===== src/rtl/mul_div_pkg.sv =====
// Shared types and constants for the iterative RV32M multiply/divide unit.
package mul_div_pkg;

    localparam int unsigned XLEN = 32;

    typedef enum logic [2:0] {
        MD_MUL    = 3'd0,
        MD_MULH   = 3'd1,
        MD_MULHSU = 3'd2,
        MD_MULHU  = 3'd3,
        MD_DIV    = 3'd4,
        MD_DIVU   = 3'd5,
        MD_REM    = 3'd6,
        MD_REMU   = 3'd7
    } md_funct3_t;

    typedef enum logic [1:0] {
        StIdle,
        StCalc,
        StFix,
        StDone
    } md_state_t;

    localparam logic [XLEN-1:0] DIV0_QUOT = 32'hFFFF_FFFF;
    localparam logic [XLEN-1:0] INT_MIN   = 32'h8000_0000;

endpackage


===== src/rtl/mul_div_if.sv =====
// Request/response bundle between control logic, register file ports and mul_div.
interface mul_div_if;
    import mul_div_pkg::*;

    logic            start;
    logic [2:0]      funct3;
    logic [XLEN-1:0] rs1_data;
    logic [XLEN-1:0] rs2_data;
    logic [4:0]      rd_in;
    logic            busy;
    logic            done;
    logic [XLEN-1:0] result;
    logic [4:0]      rd_out;

    modport master (
        output start, funct3, rs1_data, rs2_data, rd_in,
        input  busy, done, result, rd_out
    );

    modport slave (
        input  start, funct3, rs1_data, rs2_data, rd_in,
        output busy, done, result, rd_out
    );

endinterface


===== src/rtl/mul_div.sv =====
// Iterative RV32M multiply/divide: 32-cycle shift-add / restoring divide on magnitudes,
// followed by a sign-fixup cycle that registers the result and rd for the write port.
module mul_div
    import mul_div_pkg::*;
#(
    parameter int unsigned XLEN = mul_div_pkg::XLEN
) (
    input logic      clk,
    input logic      rst,
    mul_div_if.slave bus
);

    localparam int unsigned CntW = $clog2(XLEN);

    md_state_t         state_q;
    md_funct3_t        op_q;
    logic [CntW-1:0]   cnt_q;
    logic [2*XLEN-1:0] acc_q;
    logic [XLEN-1:0]   b_mag_q;
    logic              neg_a_q;
    logic              neg_b_q;
    logic [4:0]        rd_lat_q;
    logic              busy_q;
    logic              done_q;
    logic [XLEN-1:0]   result_q;
    logic [4:0]        rd_out_q;

    // Request decode: sign flags, operand magnitudes and divide special cases.
    md_funct3_t      req_op;
    logic            a_signed;
    logic            b_signed;
    logic            req_neg_a;
    logic            req_neg_b;
    logic [XLEN-1:0] a_mag_in;
    logic [XLEN-1:0] b_mag_in;
    logic            div_by_zero;
    logic            div_ovf;

    assign req_op = md_funct3_t'(bus.funct3);

    always_comb begin
        a_signed    = req_op inside {MD_MUL, MD_MULH, MD_MULHSU, MD_DIV, MD_REM};
        b_signed    = req_op inside {MD_MUL, MD_MULH, MD_DIV, MD_REM};
        req_neg_a   = a_signed & bus.rs1_data[XLEN-1];
        req_neg_b   = b_signed & bus.rs2_data[XLEN-1];
        a_mag_in    = req_neg_a ? -bus.rs1_data : bus.rs1_data;
        b_mag_in    = req_neg_b ? -bus.rs2_data : bus.rs2_data;
        div_by_zero = bus.funct3[2] && (bus.rs2_data == '0);
        div_ovf     = (req_op == MD_DIV || req_op == MD_REM) &&
                      (bus.rs1_data == INT_MIN) && (bus.rs2_data == '1);
    end

    // One iteration step; divide keeps remainder:quotient in the upper:lower halves.
    logic [XLEN:0]     mul_sum;
    logic [XLEN:0]     div_trial;
    logic [2*XLEN-1:0] acc_step;

    always_comb begin
        mul_sum   = {1'b0, acc_q[2*XLEN-1:XLEN]} +
                    (acc_q[0] ? {1'b0, b_mag_q} : {(XLEN+1){1'b0}});
        div_trial = acc_q[2*XLEN-1:XLEN-1] - {1'b0, b_mag_q};
        if (op_q[2]) begin
            if (!div_trial[XLEN]) begin
                acc_step = {div_trial[XLEN-1:0], acc_q[XLEN-2:0], 1'b1};
            end else begin
                acc_step = {acc_q[2*XLEN-2:0], 1'b0};
            end
        end else begin
            acc_step = {mul_sum, acc_q[XLEN-1:1]};
        end
    end

    logic [2*XLEN-1:0] prod;
    logic [XLEN-1:0]   quot;
    logic [XLEN-1:0]   rem;
    logic [XLEN-1:0]   fix_result;

    always_comb begin
        prod       = (neg_a_q ^ neg_b_q) ? -acc_q : acc_q;
        quot       = (neg_a_q ^ neg_b_q) ? -acc_q[XLEN-1:0] : acc_q[XLEN-1:0];
        rem        = neg_a_q ? -acc_q[2*XLEN-1:XLEN] : acc_q[2*XLEN-1:XLEN];
        fix_result = '0;
        unique case (op_q)
            MD_MUL:                        fix_result = prod[XLEN-1:0];
            MD_MULH, MD_MULHSU, MD_MULHU:  fix_result = prod[2*XLEN-1:XLEN];
            MD_DIV, MD_DIVU:               fix_result = quot;
            MD_REM, MD_REMU:               fix_result = rem;
            default:                       fix_result = '0;
        endcase
    end

    always_ff @(posedge clk) begin
        if (rst) begin
            state_q  <= StIdle;
            op_q     <= MD_MUL;
            cnt_q    <= '0;
            acc_q    <= '0;
            b_mag_q  <= '0;
            neg_a_q  <= 1'b0;
            neg_b_q  <= 1'b0;
            rd_lat_q <= '0;
            busy_q   <= 1'b0;
            done_q   <= 1'b0;
            result_q <= '0;
            rd_out_q <= '0;
        end else begin
            done_q <= 1'b0;
            unique case (state_q)
                StIdle, StDone: begin
                    if (bus.start) begin
                        op_q     <= req_op;
                        rd_lat_q <= bus.rd_in;
                        b_mag_q  <= b_mag_in;
                        cnt_q    <= '0;
                        busy_q   <= 1'b1;
                        // Special cases preload the final remainder:quotient, no sign fixup.
                        if (div_by_zero) begin
                            acc_q   <= {bus.rs1_data, DIV0_QUOT};
                            neg_a_q <= 1'b0;
                            neg_b_q <= 1'b0;
                            state_q <= StFix;
                        end else if (div_ovf) begin
                            acc_q   <= {{XLEN{1'b0}}, INT_MIN};
                            neg_a_q <= 1'b0;
                            neg_b_q <= 1'b0;
                            state_q <= StFix;
                        end else begin
                            acc_q   <= {{XLEN{1'b0}}, a_mag_in};
                            neg_a_q <= req_neg_a;
                            neg_b_q <= req_neg_b;
                            state_q <= StCalc;
                        end
                    end else begin
                        state_q <= StIdle;
                    end
                end
                StCalc: begin
                    acc_q <= acc_step;
                    cnt_q <= cnt_q + 1'b1;
                    if (cnt_q == CntW'(XLEN - 1)) begin
                        state_q <= StFix;
                    end
                end
                StFix: begin
                    result_q <= fix_result;
                    rd_out_q <= rd_lat_q;
                    busy_q   <= 1'b0;
                    done_q   <= 1'b1;
                    state_q  <= StDone;
                end
                default: state_q <= StIdle;
            endcase
        end
    end

    assign bus.busy   = busy_q;
    assign bus.done   = done_q;
    assign bus.result = result_q;
    assign bus.rd_out = rd_out_q;

endmodule


===== src/flat_wrapper.sv =====
// flat-port wrapper written by rule: the top's interface ports become plain ports
module mul_div_flat import mul_div_pkg::*;
#(
    parameter int unsigned XLEN = mul_div_pkg::XLEN
)
  (clk, rst, bus_start, bus_funct3, bus_rs1_data, bus_rs2_data, bus_rd_in, bus_busy, bus_done, bus_result, bus_rd_out);
  mul_div_if bus_i ();
  input logic clk;
  input logic rst;
  input wire logic [$bits(bus_i.start)-1:0] bus_start;
  input wire logic [$bits(bus_i.funct3)-1:0] bus_funct3;
  input wire logic [$bits(bus_i.rs1_data)-1:0] bus_rs1_data;
  input wire logic [$bits(bus_i.rs2_data)-1:0] bus_rs2_data;
  input wire logic [$bits(bus_i.rd_in)-1:0] bus_rd_in;
  output wire logic [$bits(bus_i.busy)-1:0] bus_busy;
  output wire logic [$bits(bus_i.done)-1:0] bus_done;
  output wire logic [$bits(bus_i.result)-1:0] bus_result;
  output wire logic [$bits(bus_i.rd_out)-1:0] bus_rd_out;
  assign bus_i.start = bus_start;
  assign bus_i.funct3 = bus_funct3;
  assign bus_i.rs1_data = bus_rs1_data;
  assign bus_i.rs2_data = bus_rs2_data;
  assign bus_i.rd_in = bus_rd_in;
  assign bus_busy = bus_i.busy;
  assign bus_done = bus_i.done;
  assign bus_result = bus_i.result;
  assign bus_rd_out = bus_i.rd_out;
  mul_div #(.XLEN(XLEN)) u_core (.clk(clk), .rst(rst), .bus(bus_i));
endmodule

===== config.mk =====
export PLATFORM = sky130hd
export DESIGN_NAME = mul_div_flat
export DESIGN_NICKNAME = d
export VERILOG_FILES = /design/src/rtl/mul_div_pkg.sv /design/src/rtl/mul_div_if.sv /design/src/rtl/mul_div.sv /design/src/flat_wrapper.sv
export SDC_FILE = /design/constraint.sdc
export NUM_CORES = 1
export LEC_CHECK = 0
export ABC_AREA = 0
export BUFFER_PORTS_ARGS = -buffer_cell sky130_fd_sc_hd__buf_2
export CELL_PAD_IN_SITES_DETAIL_PLACEMENT = 0
export CELL_PAD_IN_SITES_GLOBAL_PLACEMENT = 1
export CORE_MARGIN = 4
export CORE_UTILIZATION = 35
export DETAILED_ROUTE_END_ITERATION = 7
export PLACE_DENSITY = 0.78
export SYNTH_ARGS = -nofsm -noshare
export SYNTH_HDL_FRONTEND = slang
export SYNTH_SLANG_ARGS = --single-unit

===== constraint.sdc =====
create_clock -name clk -period 4.7 [get_ports clk]
set_clock_uncertainty 0.1 [all_clocks]
set_input_delay 0.705 -clock clk [delete_from_list [all_inputs] [get_ports clk]]
set_output_delay 0.705 -clock clk [all_outputs]
set_load 0.005 [all_outputs]

# Yosys cells after proc, flatten, opt, wreduce, memory -nomap -nowiden
# Index checks and enable logic that the tools add are counted.
[op_classes]
n_addsub = 8
n_mux = 27
bitwise = 3
n_reduce_logical = 19
eq_ne = 19
[op_table]
columns = ["cell", "n"]
rows = [
  ["$mux 64", 5],
  ["$mux 32", 6],
  ["$neg 32->32", 4],
  ["$pmux 32 s4", 1],
  ["$pmux 64 s2", 1],
  ["$eq 32x32->1 const B", 2],
  ["$neg 64->64", 1],
  ["$add 32x33->33", 1],
  ["$sub 33x32->33", 1],
  ["$logic_not 32->1", 1],
  ["$eq 3x3->1 const B", 6],
  ["$pmux 5 s2", 1],
  ["$eq 3x2->1 const B", 3],
  ["$mux 2", 4],
  ["$eq 3x1->1 const B", 2],
  ["$logic_not 3->1", 2],
  ["$mux 1", 6],
  ["$pmux 2 s3", 1],
  ["$reduce_and 2->1", 3],
  ["$reduce_or 2->1", 3],
  ["$add 5x1->5 const B", 1],
  ["$eq 5x5->1 const B", 1],
  ["$mux 5", 1],
  ["$reduce_bool 5->1", 1],
  ["other kinds (13)", 18],
]
[word_totals]
input_bits = 75
reg_bits = 152
elab_cells = 88
output_inout_bits = 39

# Longest topological paths before layout
# Gate-level depths: netlist (run 1).
[depth]
depth_word = 8
depth_mapped = 14

# Worst setup path before layout (run 1)
# OpenSTA, ideal clock, no wires.
[synth_timing]
kind = "flip-flop to flip-flop"
startpoint = "reg u_core.acc_q[0]"
endpoint = "reg u_core.acc_q[63]"
path_slack_ns = 1.333
n_path_buf = 2
arrival_time_ns = 3.145
path_stages_with_launch = 15
period_less_slack_ns = 3.367
t_required_ns = 4.478
path_cell_list = "dfxtp_1 > inv_1 > buf_1 > nor2_1 > ha_1 > clkbuf_1 > and4_1 > and2_1 > a221o_1 > a21oi_1 > o21ai_1 > a311o_1 > a2111oi_0 > o32a_1 > o21ai_1"
[synth_between]
elab_chain_len = 4
[synth_rtl]
columns = ["item", "line", "rtl"]
rows = [
  ["from (decl)", "mul_div.sv:18", "logic [2*XLEN-1:0] acc_q;"],
  ["from (signal assigned)", "mul_div.sv:118", "acc_q <= {bus.rs1_data, DIV0_QUOT};"],
  ["from (signal assigned)", "mul_div.sv:123", "acc_q <= {{XLEN{1'b0}}, INT_MIN};"],
  ["from (signal assigned)", "mul_div.sv:128", "acc_q <= {{XLEN{1'b0}}, a_mag_in};"],
  ["$mux 32", "mul_div.sv:60", "(acc_q[0] ? {1'b0, b_mag_q} : {(XLEN+1){1'b0}});"],
  ["$add 32x33->33", "mul_div.sv:59", "mul_sum = {1'b0, acc_q[2*XLEN-1:XLEN]} +"],
  ["$mux 64", "mul_div.sv:62", "if (op_q[2]) begin"],
  ["$pmux 64 s2", "mul_div.sv:108", "unique case (state_q)"],
]
# Every way passes these cells.
# A chain may end at the register's enable or synchronous reset.

# Worst setup path in the final report (run 1)
[layout_timing]
startpoint = "in bus_rs1_data[24]"
endpoint = "reg u_core.acc_q[14]"
[layout_between]
elab_chain_len = 7
[layout_rtl]
columns = ["item", "line", "rtl"]
rows = [
  ["from (decl)", "flat_wrapper.sv:12", "input wire logic [$bits(bus_i.rs1_data)-1:0] bus_rs1_data;"],
  ["$eq 32x32->1", "mul_div.sv:50", "(bus.rs1_data == INT_MIN) && (bus.rs2_data == '1);"],
  ["$logic_and 1x1->1", "mul_div.sv:49", "div_ovf = (req_op == MD_DIV || req_op == MD_REM) &&"],
  ["$logic_and 1x1->1", "mul_div.sv:50", ""],
  ["$mux 32", "mul_div.sv:122", "end else if (div_ovf) begin"],
  ["$mux 64", "mul_div.sv:117", "if (div_by_zero) begin"],
  ["$mux 64", "mul_div.sv:110", "if (bus.start) begin"],
  ["$pmux 64 s2", "mul_div.sv:108", ""],
]
# Every way passes these cells. The select of a mux whose other input is x is not followed.

==> results of run 1 <==
## state kept, by name, summed over array words and instances, names as in the netlist
| signal | count |
|---|---|
| u_core.cnt_q | 5 |
| u_core.bus.busy | 1 |
| u_core.bus.done | 1 |
| u_core.bus.rd_out | 5 |
| u_core.b_mag_q | 32 |
| u_core.neg_a_q | 1 |
| u_core.state_q | 2 |
| u_core.bus.result | 32 |
| u_core.rd_lat_q | 5 |
| u_core.neg_b_q | 1 |
| u_core.op_q | 3 |
| u_core.acc_q | 64 |
## metal layers
metal | wire, um | share of wire, % | up-vias
li1 | - | - | 7590
met1 | 26500 | 43 | 7607
met2 | 27600 | 45 | 718
met3 | 4820 | 7.9 | 124
met4 | 2440 | 4.0 | 4
met5 | 25 | 0.041 | -
## cell usage after synthesis (all sizes together), types with 8 or more instances
master,number
a211oi,62
a21o,35
a21oi,213
a221oi,17
a311oi,17
a31oi,32
and2,18
and3,9
buf,21
clkbuf,132
dfxtp,152
ha,73
inv,75
mux2,12
mux2i,44
nand2,164
nand2b,23
nand3,31
nand4,28
nor2,274
nor2b,10
nor3,72
nor4,28
o211ai,19
o21a,16
o21ai,118
o21bai,8
o221ai,12
o31ai,25
o41ai,16
or2,10
or3,28
or4,13
xnor2,81
xor2,84
## cell usage in the layout (no fill, tap or decap), types with 6 or more instances in the layout
cell type	n
a211oi_1	62
a21o_1	35
a21oi_1	212
a221oi_1	17
a222oi_1	6
a311oi_1	17
a31oi_1	32
a41oi_1	6
and2_1	17
and3_1	9
buf_2	112
buf_4	65
clkbuf_16	17
dfxtp_1	151
ha_1	72
inv_1	75
mux2_2	11
mux2i_1	44
nand2_1	163
nand2b_1	23
nand3_1	30
nand4_1	28
nor2_1	273
nor2b_1	10
nor3_1	69
nor4_1	24
o211ai_1	19
o21a_1	16
o21ai_0	104
o21ai_1	12
o21bai_1	8
o221ai_1	12
o31ai_1	25
o41ai_1	15
or2_2	9
or3_1	28
or4_1	12
xnor2_1	80
xor2_1	84
## per-stage QoR
step / power, uW / hold WS [ps] / setup WS (ps) / util, %
after floorplan: 8410 / 332 / 1330 / -
after global placement: 11400 / 342 / 109 / 38.3
after detailed placement: 11400 / 348 / 125 / 38.3
after CTS: 12900 / 357 / 605 / 39.8
after global routing: 14000 / 367 / 245 / 39.8
final: 13100 / 354 / 480 / 39.8
## worst max-delay path: cells and delay by family
kind	cells	cell delay, ps
AOI/OAI and AO/OA	2	1100
buffers and inverters	2	580
and+or+nand+nor	5	2040
## path summary, 6_finish.rpt
path | slack (ps) | cells after the start | to | start
min | 350 | 2 | u_core.b_mag_q[15] | u_core.b_mag_q[15]
min reg2reg | 350 | 2 | u_core.b_mag_q[15] | u_core.b_mag_q[15]
max reg2reg | 800 | 13 | u_core.acc_q[37] | u_core.acc_q[31]
max | 480 | 9 | u_core.acc_q[14] | bus_rs1_data[24]
## kinds of logic (layout without fill, tap and decap cells)
| kind of cell | Yosys count | after routing | share of synthesized area (%) |
|---|---|---|---|
| simple gates | 728 | 728 | 23.8 |
| compound gates | 652 | 652 | 28.8 |
| buf+inv | 228 | 284 | 6.02 |
| xor+xnor | 165 | 165 | 9.98 |
| flops | 152 | 152 | 20.9 |
| fa+ha+maj | 75 | 75 | 6.55 |
| mux | 56 | 56 | 3.95 |
## layout make-up
| class | count | area, um2 | share of cell area, % |
|---|---|---|---|
| Tap cell | 532 | 666 | 4.07 |
| Clock inverter | 13 | 169 | 1.03 |
| Clock buffer | 19 | 443 | 2.71 |
| Multi-Input combinational cell | 1676 | 10700 | 65.4 |
| Timing Repair Buffer | 177 | 1050 | 6.42 |
| Inverter | 75 | 282 | 1.72 |
| Sequential cell | 152 | 3040 | 18.6 |
## power by group through the flow
stage | clock network [uW] | registers [uW] | logic (uW)
2_1_floorplan | 0 | 2130 | 6290
3_3_place_gp | 0 | 2360 | 9030
3_5_place_dp | 0 | 2380 | 9010
4_1_cts | 1500 | 2350 | 9060
5_1_grt | 1550 | 2420 | 10000
6_report | 1470 | 2370 | 9250
==> flow_metrics.tcl, run 1 <==
set metrics [dict create \
    run_status "complete, no violations" \
    syn-cell-area_mm2 0.0146 \
    avgViaCountPerCell 6.07 \
    layout_min_cycle_time_ps 4220 \
    critPathKind "in2reg" \
    p_int_uw 6000 \
    cts-root-buf "clkbuf_16" \
    die_w_um 212 \
    maxCapViolCount 0 \
    fp.dieArea_mm2 0.0449 \
    drv_slew 0 \
    track_usage_pct 26.6 \
    synth_edf_count 0 \
    final_antenna_net_count 0 \
    placed_cell_area_mm2 0.0157 \
    cts-htree-levels 4 \
    fmax_mhz 237 \
    use_met2_pct 42.2 \
    postSynthAreaPerCell_um2 7.08 \
    crit_path_start_kind "input pin" \
    rsz0062_at_grt "false" \
    ys.flop_type "dfxtp_1" \
    seqPwrFrac_pct 18.1 \
    hold_path.class "reg2reg" \
    ir_worst_vdd_v 0.000329 \
    vias 16043 \
    dr.pass1.iters 6 \
    combPwrFrac_pct 70.6 \
    grt_pass1_wl_um 91900 \
    antenna_found_initial 3 \
    ys_seq_elements 152 \
    final_cells 2644 \
    place.gp.congestion 1.02 \
    arrival_ps 4450 \
    final.setup.tns_ps 0 \
    fin_area_mm2 0.0163 \
    place_inst 2612 \
    cp.required_ps 4930 \
    ctsHoldBuffers 0 \
    slew_headroom_pct 9.79 \
    powerDensity_mw_per_mm2 801 \
    yosys.cell_types.count 86 \
    synthTopCellsByArea "dfxtp_1 21%, a21oi_1 7.3%, nor2_1 7.0%, ha_1 6.3%, xor2_1 5.1%" \
    endpoint_kind "flip-flop" \
    hpwl_um 47700 \
    final_hold_viol_count 0 \
    nets 2249 \
    wirelength_um 61300 \
    drt_iter0_drc 1506 \
    critPathMostFrequentCell "nor3_1" \
    initial_utilization_pct 35.5 \
    drive_gt1_share_pct 12.0 \
    io_buffers 113 \
    grt-busiest-layer "met2" \
    clk_pin_slew_ps 70 \
    clock-sinks 152 \
    fin_crit_sh_pct 89.8 \
    area_growth_pct 12.2 \
    seq_area_frac_synth_pct 20.9 \
    clk_path_buf_depth 2 \
    grt_overflow_total 0 \
    grt_pass1_vias 15050 \
    cts_buffers 17 \
    tightest_slew_ps 1350 \
    synth_top_area_share_pct 20.9 \
    p_leak_uw 0.00645 \
    io_pins 114 \
    worst-path-max-fanout 14 \
    critical_path.cell_chain "buf_2, nor3_1, nand2_1, nor4_1, nand4_1, o41ai_1, inv_1, a211oi_1, nor3_1" \
    critical_path.max_stage_delay_ps 880 \
    synthArstFlopShare_pct 0 \
    grt_util_met1_pct 35.9 \
    wl_per_cell_um 23.2 \
    p_sw_share_pct 54.2 \
    grt.met3_usage_pct 4.42 \
    worstSkewPairLatency_ps 470 \
    core.rowCount 74 \
    diodes 0 \
    pwr-share-clk_pct 11.2 \
    ctsResizeCount 0 \
    synth_nets 2206 \
    design.core.area_mm2 0.0410 \
    syn_inst 2056 \
    cp_slowest_cell "nor4_1" \
    setup_viol 0 \
    power_switching_uw 7100 \
    grt_max_degree 74 \
    fill_cells 4378 \
    yosysTopAreaCell "dfxtp_1" \
    cts_tree "done" \
    synth.yosys.warnings 0 \
    die_height_um 212 \
    drc 0 \
    post-cts-setup-buffer-count 0 \
]
Note: power is estimated with default switching activity, not from simulation.
==> run 2, diff against run 1 <==
- CORE_UTILIZATION: 35 -> 40
- PLACE_DENSITY: 0.78 -> 0.86
- RECOVER_POWER: default -> 50
==> run 2 against run 1 <==
  * The flow now finishes with violations (capacitance limit, slew limit)
  * Via count grew 0.53%
  * First-iteration DRC count shrank 0.20%
  * Total power shrank 0.29%
  * Critical path depth grew 4
  * Largest cell class unchanged
  * Register-to-register slack lost 210 ps
  * Setup slack gained 110 ps
  * Critical path type is now reg2reg
  * Global-route usage grew 2.9 points
  * Combinational power shrank 0.6%
  * Sequential power is essentially flat
  * Largest power group unchanged
  * Sequential share of layout area grew 0.13 points
  * Die area shrank 12%
  * Sequential cell count is the same
==> flow_metrics.tcl, run 2 (synthesis results as in run 1) <==
set metrics [dict create \
    hpwl_um 46500 \
    wl_per_cell_um 23.3 \
    final.setup.tns_ps 0 \
    endpoint_kind "flip-flop" \
    fin_crit_sh_pct 87.4 \
    worstReg2RegEnd "u_core.acc_q[36]" \
    grt_pass1_vias 15133 \
    antenna_found_initial 3 \
    worst-path-max-fanout 26 \
    dp_slack_ps 602 \
    final_antenna_net_count 0 \
    whs_ps 355 \
    place.gp.congestion 0.982 \
    slew_headroom_pct -86.4 \
    worstSkewPairLatency_ps 470 \
    final_common_cell "nor2_1" \
    ctsHoldBuffers 0 \
    critPathMostFrequentCell "a21oi_1" \
    maxCapViolCount 2 \
    worstRegToRegCells 13 \
    critical_path.max_stage_delay_ps 700 \
    fill_cells 3746 \
    core.rowCount 69 \
    critPathLaunch "u_core.acc_q[31]" \
    dr.pass1.iters 6 \
    drc 0 \
    powerDensity_mw_per_mm2 804 \
    critPathKind "reg2reg" \
    layout_min_cycle_time_ps 4110 \
    drv_slew 106 \
    io_pins 114 \
    setup_viol 0 \
    drt_iter0_drc 1503 \
    ctsResizeCount 0 \
    top_register "u_core.acc_q" \
    track_usage_pct 29.5 \
    grt_max_degree 70 \
    post-cts-setup-buffer-count 0 \
    violations "capacitance limit, slew limit" \
    area_growth_pct 11.4 \
    crit_path_end "u_core.acc_q[36]" \
    final_cells 2575 \
    final_util_pct 45.4 \
    cp.required_ps 4920 \
    fmax_mhz 244 \
    clk_path_buf_depth 2 \
    regToRegSetupSlack_ps 590 \
    p_leak_uw 0.00636 \
    die_height_um 199 \
    crit_path_start_kind "flip-flop" \
    clk_pin_slew_ps 70 \
    final_hold_viol_count 0 \
    cp_slowest_cell "xnor2_4" \
    grt_overflow_total 0 \
    die_w_um 199 \
    hold_path.class "reg2reg" \
    setup_ws_ps 594 \
    nets 2249 \
    initial_utilization_pct 40.7 \
    ir_worst_vdd_v 0.000379 \
    rsz0062_at_grt "false" \
    clock-sinks 152 \
    io_buffers 113 \
    final_cell_mix "273 x nor2_1, 212 x a21oi_1, 163 x nand2_1" \
    fp.dieArea_mm2 0.0395 \
    largest_register_ffs 64 \
    cts_buffers 17 \
    run_status "finished with violations" \
    tightest_slew_ps 2800 \
    vias 16128 \
    cts_tree "done" \
    critical_path.cell_chain "inv_1, ha_1, fa_1, nand2b_1, a21oi_1, o2111ai_1, a31oi_1, nor3_2, xnor2_4, buf_4, mux2_2, a21oi_1, nor4_1" \
    wirelength_um 59900 \
    r2r-start "u_core.acc_q[31]" \
    drive_gt1_share_pct 10.6 \
    grt_pass1_wl_um 90000 \
    cts-htree-levels 4 \
    design.core.area_mm2 0.0357 \
    place_inst 2541 \
    avgViaCountPerCell 6.26 \
    arrival_ps 4320 \
    cts-root-buf "clkbuf_16" \
]
[run 2: cell types whose count changed in the layout (fill, tap and decap cells not counted), moves of 2 or more]
cell        before  now
clkinvlp_4       4    1
diode_2          0    2
buf_4           65   61
inv_6            2    5
clkbuf_1         1   28
inv_8            0    2
buf_2          112   87
[run 2: worst min-delay path by stage]
stage / from / endpoint / slack, ps / cells after the start
after floorplan: u_core.b_mag_q[15] / u_core.b_mag_q[15] / 330 / 2
after global placement: u_core.b_mag_q[15] / u_core.b_mag_q[15] / 340 / 2
after detailed placement: u_core.rd_lat_q[3] / u_core.rd_lat_q[3] / 350 / 2
after CTS: u_core.rd_lat_q[3] / u_core.rd_lat_q[3] / 360 / 2
after global routing: u_core.rd_lat_q[0] / u_core.rd_lat_q[0] / 380 / 2
final: u_core.rd_lat_q[3] / u_core.rd_lat_q[3] / 360 / 2
[run 2: per-stage QoR]
stage                     area, um2  total power [uW]
final                         16200             13100
after detailed placement      15600             11300
after CTS                     16300             12900
after global routing          16200             13900
after floorplan               14600              8410
after global placement        15600             11300
[run 2: cell type report]
class / instances / area (um2) / share of cell area (%)
timing repair buffer: 177 / 1020 / 6.28
antenna: 2 / 5.00 / 0.0308
tap: 461 / 577 / 3.55
inverter: 75 / 282 / 1.73
multi-input combinational: 1676 / 10700 / 65.8
sequential: 152 / 3040 / 18.8
clock buffer: 18 / 439 / 2.71
clock inverter: 14 / 186 / 1.15
[run 2: worst max-delay path, delay by kind of cell, from the launching register on]
kind	cells	cell delay (ps)
compound gates	4	960
xor+xnor	1	700
fa+ha+maj	2	630
buf+inv	2	440
flops	1	390
mux	1	350
simple gates	3	380
[run 2: routing by layer]
| layer | share of wire [%] | routed length, um | vias to the layer above | track usage (%) |
|---|---|---|---|---|
| met5 | 0 | 0 | - | 0 |
| met4 | 5.9 | 3530 | 0 | 16.1 |
| met3 | 8.6 | 5160 | 162 | 4.83 |
| met2 | 44 | 26600 | 823 | 46.1 |
| met1 | 41 | 24600 | 7583 | 38.8 |
| li1 | - | - | 7560 | - |
[run 2: power breakdown]
group | internal [uW] | switching [uW] | total [uW]
sequential | 1750 | 589 | 2340
clock | 865 | 653 | 1520
combinational | 3370 | 5820 | 9190
